--- src/rtl/i2c_reg_ctrl.sv ---
// rtl/i2c_reg_ctrl.sv - pointer-addressed register bank behind an I2C slave byte engine
// Define I2C_REG_AUTOINC_EN to advance the pointer after every data byte; otherwise it only moves in PTR.
module i2c_reg_ctrl #(
  parameter int               NREGS   = 16,
  parameter logic [NREGS-1:0] RO_MASK = '0,
  parameter logic [7:0]       RST_VAL = 8'h00
) (
  input  logic               CLCK,
  input  logic               RSTN,
  input  logic               start_evt,
  input  logic               stop_evt,
  input  logic               addr_match,
  input  logic               rw,
  input  logic               rx_valid,
  input  logic [7:0]         rx_data,
  input  logic               tx_req,
  input  logic               mst_nack,
  output logic [7:0]         tx_data,
  output logic               tx_valid,
  input  logic               usr_we,
  input  logic [7:0]         usr_addr,
  input  logic [7:0]         usr_wdata,
  output logic               wr_evt,
  output logic [7:0]         wr_addr,
  output logic [8*NREGS-1:0] regs_out
);

  typedef enum logic [2:0] {IDLE, ADDR, PTR, WR, RD} state_t;

  state_t             state, state_nxt;
  logic [7:0]         ptr, ptr_nxt, ptr_step;
  logic [8*NREGS-1:0] bank;
  logic               in_range, ro_hit, wr_commit, rd_fire;
  logic [7:0]         rd_byte;

  assign in_range = (int'(ptr) < NREGS);

`ifdef I2C_REG_AUTOINC_EN
  // Out-of-range pointers snap back to 0 rather than counting on to 255.
  assign ptr_step = (int'(ptr) >= NREGS - 1) ? 8'd0 : ptr + 8'd1;
`else
  assign ptr_step = ptr;
`endif

  always_comb begin
    rd_byte = 8'hFF;
    ro_hit  = 1'b0;
    for (int i = 0; i < NREGS; i++) begin
      if (ptr == 8'(i)) begin
        rd_byte = bank[8*i +: 8];
        ro_hit  = RO_MASK[i];
      end
    end
  end

  always_comb begin
    state_nxt = state;
    ptr_nxt   = ptr;
    wr_commit = 1'b0;
    rd_fire   = 1'b0;
    if (stop_evt) begin
      state_nxt = IDLE;
    end else if (start_evt) begin
      state_nxt = ADDR;
    end else begin
      case (state)
        ADDR: if (addr_match) state_nxt = rw ? RD : PTR;
        PTR: if (rx_valid) begin
          ptr_nxt   = rx_data;
          state_nxt = WR;
        end
        WR: if (rx_valid) begin
          wr_commit = in_range && !ro_hit;
          ptr_nxt   = ptr_step;
        end
        RD: if (mst_nack) begin
          state_nxt = IDLE;
        end else if (tx_req) begin
          rd_fire = 1'b1;
          ptr_nxt = ptr_step;
        end
        default: ;
      endcase
    end
  end

  always_ff @(posedge CLCK or negedge RSTN) begin
    if (!RSTN) state <= IDLE;
    else       state <= state_nxt;
  end

  always_ff @(posedge CLCK or negedge RSTN) begin
    if (!RSTN) begin
      ptr      <= 8'd0;
      bank     <= {NREGS{RST_VAL}};
      tx_data  <= 8'hFF;
      tx_valid <= 1'b0;
      wr_evt   <= 1'b0;
      wr_addr  <= 8'd0;
    end else begin
      ptr      <= ptr_nxt;
      tx_valid <= rd_fire;
      wr_evt   <= wr_commit;
      if (wr_commit) wr_addr <= ptr;
      if (rd_fire)   tx_data <= rd_byte;
      // I2C commit takes priority over a user write to the same register.
      for (int i = 0; i < NREGS; i++) begin
        if (wr_commit && ptr == 8'(i))         bank[8*i +: 8] <= rx_data;
        else if (usr_we && usr_addr == 8'(i))  bank[8*i +: 8] <= usr_wdata;
      end
    end
  end

  assign regs_out = bank;

endmodule

--- config.mk ---
export PLATFORM = sky130hd
export DESIGN_NAME = i2c_reg_ctrl
export DESIGN_NICKNAME = d
export VERILOG_FILES = /design/src/rtl/i2c_reg_ctrl.sv
export SDC_FILE = /design/constraint.sdc
export NUM_CORES = 1
export LEC_CHECK = 0
export CORE_MARGIN = 2
export CORE_UTILIZATION = 50
export CTS_BUF_LIST = sky130_fd_sc_hd__clkbuf_4
export DETAILED_ROUTE_END_ITERATION = 16
export PLACE_DENSITY = 0.78
export SETUP_SLACK_MARGIN = 0.4
export SYNTH_ARGS = -nofsm -noshare
export SYNTH_HDL_FRONTEND = slang
export SYNTH_SLANG_ARGS = --single-unit
--- constraint.sdc ---
create_clock -name CLCK -period 3.2 [get_ports CLCK]
set_clock_uncertainty 0.15 [all_clocks]
set_input_delay 0.32 -clock CLCK [delete_from_list [all_inputs] [get_ports CLCK]]
set_output_delay 0.32 -clock CLCK [all_outputs]
set_load 0.02 [all_outputs]
[After elaboration in Yosys (flattened, before gate mapping)]
Cells that the tools add are included.
Cells by class
  $lt $le $gt $ge: 1
  equality and inequality tests: 37
  mux-type cells: 64
  bitwise gates (word level): 2
  reduce and logical (&&, ||, !) cells: 53
Operators by type and width (count)
  $mux 8: 48
  $eq 8x4->1 const B: 16
  $eq 8x3->1 const B: 8
  $eq 8x2->1 const B: 4
  $logic_and 1x1->1: 32
  $reduce_bool 2->1: 16
  $mux 3: 6
  $eq 8x1->1 const B: 2
  $logic_not 8->1: 2
  $ne 4x4->1 const B: 3
  $mux 1: 9
  $pmux 3 s3: 1
  $lt 8x5->1 const B: 1
  $reduce_and 4->1: 2
  $eq 3x2->1 const B: 2
  $reduce_bool 5->1: 1
  $eq 3x1->1 const B: 1
  $eq 3x3->1 const B: 1
  $not 1->1: 2
Word-level totals
  register bits: 157
  bits of input ports: 34
  output and inout port bits: 146
  logic and storage cells: 179

[Longest topological paths before layout]
  depth in word-level cells: 17
  gate-level depth with buffers: 9
  depth with buffers taken out: 6

[Worst setup path after synthesis]
Ideal clock, no wire load.
  path kind: register -> register
  start: register ptr[6]
  end: register bank[118] (netlist: regs_out[118])
  setup time: 0.124 ns
  data arrival time: 1.976 ns
  data required time: 2.926 ns
  setup slack: 0.950 ns
  stages on the path, launching flop included: 8
  buffers on the path: 2
  clock period less this slack: 2.250 ns
  cell sequence: dfrtp_1 or4_4 nor4b_4 buf_6 nand3_4 buf_6 nor2_1 a21oi_1
On the way
  word-level cells in the longest chain between the ends: 7
  elaborated cells between the ends (all ways): 9
  classes of those cells: order compare (1); eq/ne (1); mux (5); reduce/logical (2)
Ends and longest elaborated chain
  from (decl): line 31  | logic [7:0] ptr, ptr_nxt, ptr_step;
  from (signal assigned): line 101  | ptr <= ptr_nxt;
  $lt 8x5->1: line 36  | assign in_range = (int'(ptr) < NREGS);
  $mux 1: line 72  | WR: if (rx_valid) begin
  $mux 1: line 66  | case (state)
  $mux 1: line 63  | end else if (start_evt) begin
  $mux 1: line 61  | if (stop_evt) begin
  $logic_and 1x1->1 *: line 108  | if (wr_commit && ptr == 8'(i)) bank[8*i +: 8] <= rx_data;
  $mux 8 or $reduce_bool 2->1 (tied branches)
  to (signal assigned): line 95  | bank <= {NREGS{RST_VAL}};
  to (signal, indexed assignment): line 108
  to (signal, indexed assignment): line 109  | else if (usr_we && usr_addr == 8'(i)) bank[8*i +: 8] <= usr_wdata;
  to (decl): line 32  | logic [8*NREGS-1:0] bank;
Mark *: on every way between the ends. The rest lies on a longest branch, timed or not.
A chain may end at the register's enable or synchronous reset.

[Worst setup path after layout]
  start: register ptr[6]
  end: register bank[4] (netlist: regs_out[4])
Same word-level chain as after synthesis.

==> impl_metrics.json <==
{
  "max_freq_ghz": 0.375,
  "final_cell_mix": "178 x clkdlybuf4s50_1, 147 x dfrtp_1, 136 x mux2i_1",
  "syn_area_per_cell_um2": 9.63,
  "dp_hpwl_um": 22300,
  "dr.pass1.iters": 6,
  "htree_num_levels": 4,
  "ys_types": 67,
  "grt_pass1_wl_um": 48300,
  "start_util_pct": 51.0,
  "gp_congestion": 1.03,
  "critPathLaunchType": "flip-flop",
  "via_count": 8582,
  "cts_root_buf": "clkbuf_4",
  "synthArstFlopShare_pct": 100,
  "drt-initial-drc-count": 1186,
  "wl_per_cell_um": 23.7,
  "slowest_stage": "or4_4",
  "clk_pin_slew_ns": 0.14,
  "synth_edf_count": 0,
  "worstSkewPairLatency_ns": 0.61,
  "max_slew_margin_pct": 23.6,
  "rrSetupSlack_ns": 0.53,
  "rows": 49,
  "final.period_utilization_pct": 83.4,
  "ant_nets": 0,
  "irDropWorstVdd_v": 0.000218,
  "drive_above_1_share_pct": 12.0,
  "rsz0062_at_grt": "false",
  "crit_fanout": 16,
  "syn_to_final_growth_pct": 25.0,
  "critPathCaptureType": "flip-flop",
  "power_density_nw_per_um2": 399,
  "hold_violations": 0,
  "status": "complete, no violations",
  "finalSetupViolations": 0,
  "grt.overflow.total": 0,
  "fin_setup_tns_ns": 0,
  "crit_type": "reg2reg",
  "grt_max_degree": 90,
  "final_common_cell": "clkdlybuf4s50_1",
  "syn_nets": 988,
  "leakage_nw": 5.35,
  "core_um2": 18000,
  "synth-seq-cells": 157,
  "path_buf_inv": 0,
  "postCtsSetupBuffers": 0,
  "synth_flop_cell": "dfrtp_1",
  "crit_family": "simple AND/OR/NAND/NOR gates",
  "fin_nets": 1138,
  "finalPower_mw": 4.59,
  "die_y_um": 140,
  "syn_area_um2": 9190,
  "arrival_ns": 2.98,
  "antenna_found_initial": 1,
  "drc_errors": 0,
  "io_buffers": 179,
  "ys_seq_area_share_pct": 42.9,
  "ys_warn_count": 0,
  "synth_cells": 954,
  "cts_tree": "built",
  "cts_buffers": 17,
  "pin_count": 180,
  "grt_pass1_vias": 8133,
  "drt_wl_total_um": 31900,
  "clkSinkCount": 157,
  "via_per_inst": 6.37,
  "dieArea_um2": 19500,
  "slowest_delay_ns": 0.67,
  "cts_buffer_depth": 2,
  "min_path_type": "in2reg",
  "cp.required_ns": 3.51,
  "slew_viol_final": 0,
  "die_w_um": 140,
  "crit_chain": "or4_4, nor4b_4, and3_1, o21ai_0",
  "max_slew.worst_pin.slew_ns": 1.14,
  "grt_usage_pct": 32.5,
  "fill_cells": 1506,
  "finalCriticalPeriod_ns": 2.67,
  "maxCapViolCount": 0
}
-- metrics by stage --
step	hold slack (ns)	cells	setup WS, ns	util, %	instance area, um^2
after detailed placement	0.314	1313	0.445	61.9	11200
after global routing	0.108	1347	0.403	63.7	11500
after CTS	0.109	1346	0.415	63.7	11500
after global placement	0.304	1313	0.473	61.9	11200
after floorplan	-0.126	954	0.950	-	9190
final	0.122	1348	0.532	63.7	11500
-- state kept, by name, summed over array words and instances (netlist names) --
register  count
tx_data       8
state         3
wr_addr       8
ptr           8
tx_valid      1
wr_evt        1
regs_out    128
-- worst register-to-register path: stages (launching register included) --
cell and delay (ns):
dfrtp_1 0.44, or4_4 0.67, nor4b_4 0.49, and3_1 0.58, o21ai_0 0.19
-- cells in the mapped netlist (12+ instances only) --
cell,number,area [um^2]
o22ai_1,13,81.3
nand2_1,62,233
nor2_1,117,439
nor2b_1,20,125
buf_2,18,90.1
clkbuf_1,33,124
mux2i_1,136,1360
mux2_2,22,248
dfrtp_1,149,3730
nand2b_1,12,75.1
a21oi_1,115,576
buf_1,25,93.8
o21ai_0,44,220
-- what timing repair did --
item,CTS,global route
hold buffers,1,0
setup endpoints to repair,0,8
hold endpoints to repair,87,0
resized for setup,0,1
-- worst paths after layout --
path | startpoint | endpoint | cells after the start
worst max-delay path | ptr[6] | regs_out[4] | 4
worst min register to register | tx_data[0] | tx_data[0] | 2
worst max register to register | ptr[6] | regs_out[4] | 4
worst min-delay path | stop_evt | state[0] | 2
max in group asynchronous | RSTN | regs_out[90] | 3
min in group asynchronous | RSTN | regs_out[103] | 2
-- layer usage --
metal	track usage, %	wire length [um]	up-vias
li1	-	-	3743
met1	44.9	13000	4182
met2	50.7	14600	550
met3	5.75	2880	107
met4	14.2	1410	0
met5	0	0	-
-- layout make-up --
type | instances | area (um^2) | area share, %
tap | 229 | 287 | 2.49
inverter | 7 | 26.3 | 0.229
antenna | 2 | 5.00 | 0.0436
clock inverter | 12 | 169 | 1.47
clock buffer | 20 | 150 | 1.31
sequential | 157 | 3940 | 34.3
timing repair buffer | 223 | 2150 | 18.7
multi-input combinational | 698 | 4760 | 41.4
-- cell families after synthesis --
kind of cell | after synthesis | share of synthesized area (%)
buffers and inverters | 99 | 5.46
and+or+nand+nor | 288 | 16.8
AOI/OAI and AO/OA | 247 | 16.1
muxes | 163 | 18.7
DFF | 157 | 42.9
-- report_power, final --
group	internal (mW)	switching (mW)	leakage, nW
clock network	0.640	0.739	0.164
registers	2.08	0.123	2.13
logic	0.416	0.587	3.05
total	3.14	1.45	5.35
No activity file was read; power rests on OpenSTA's default activity.
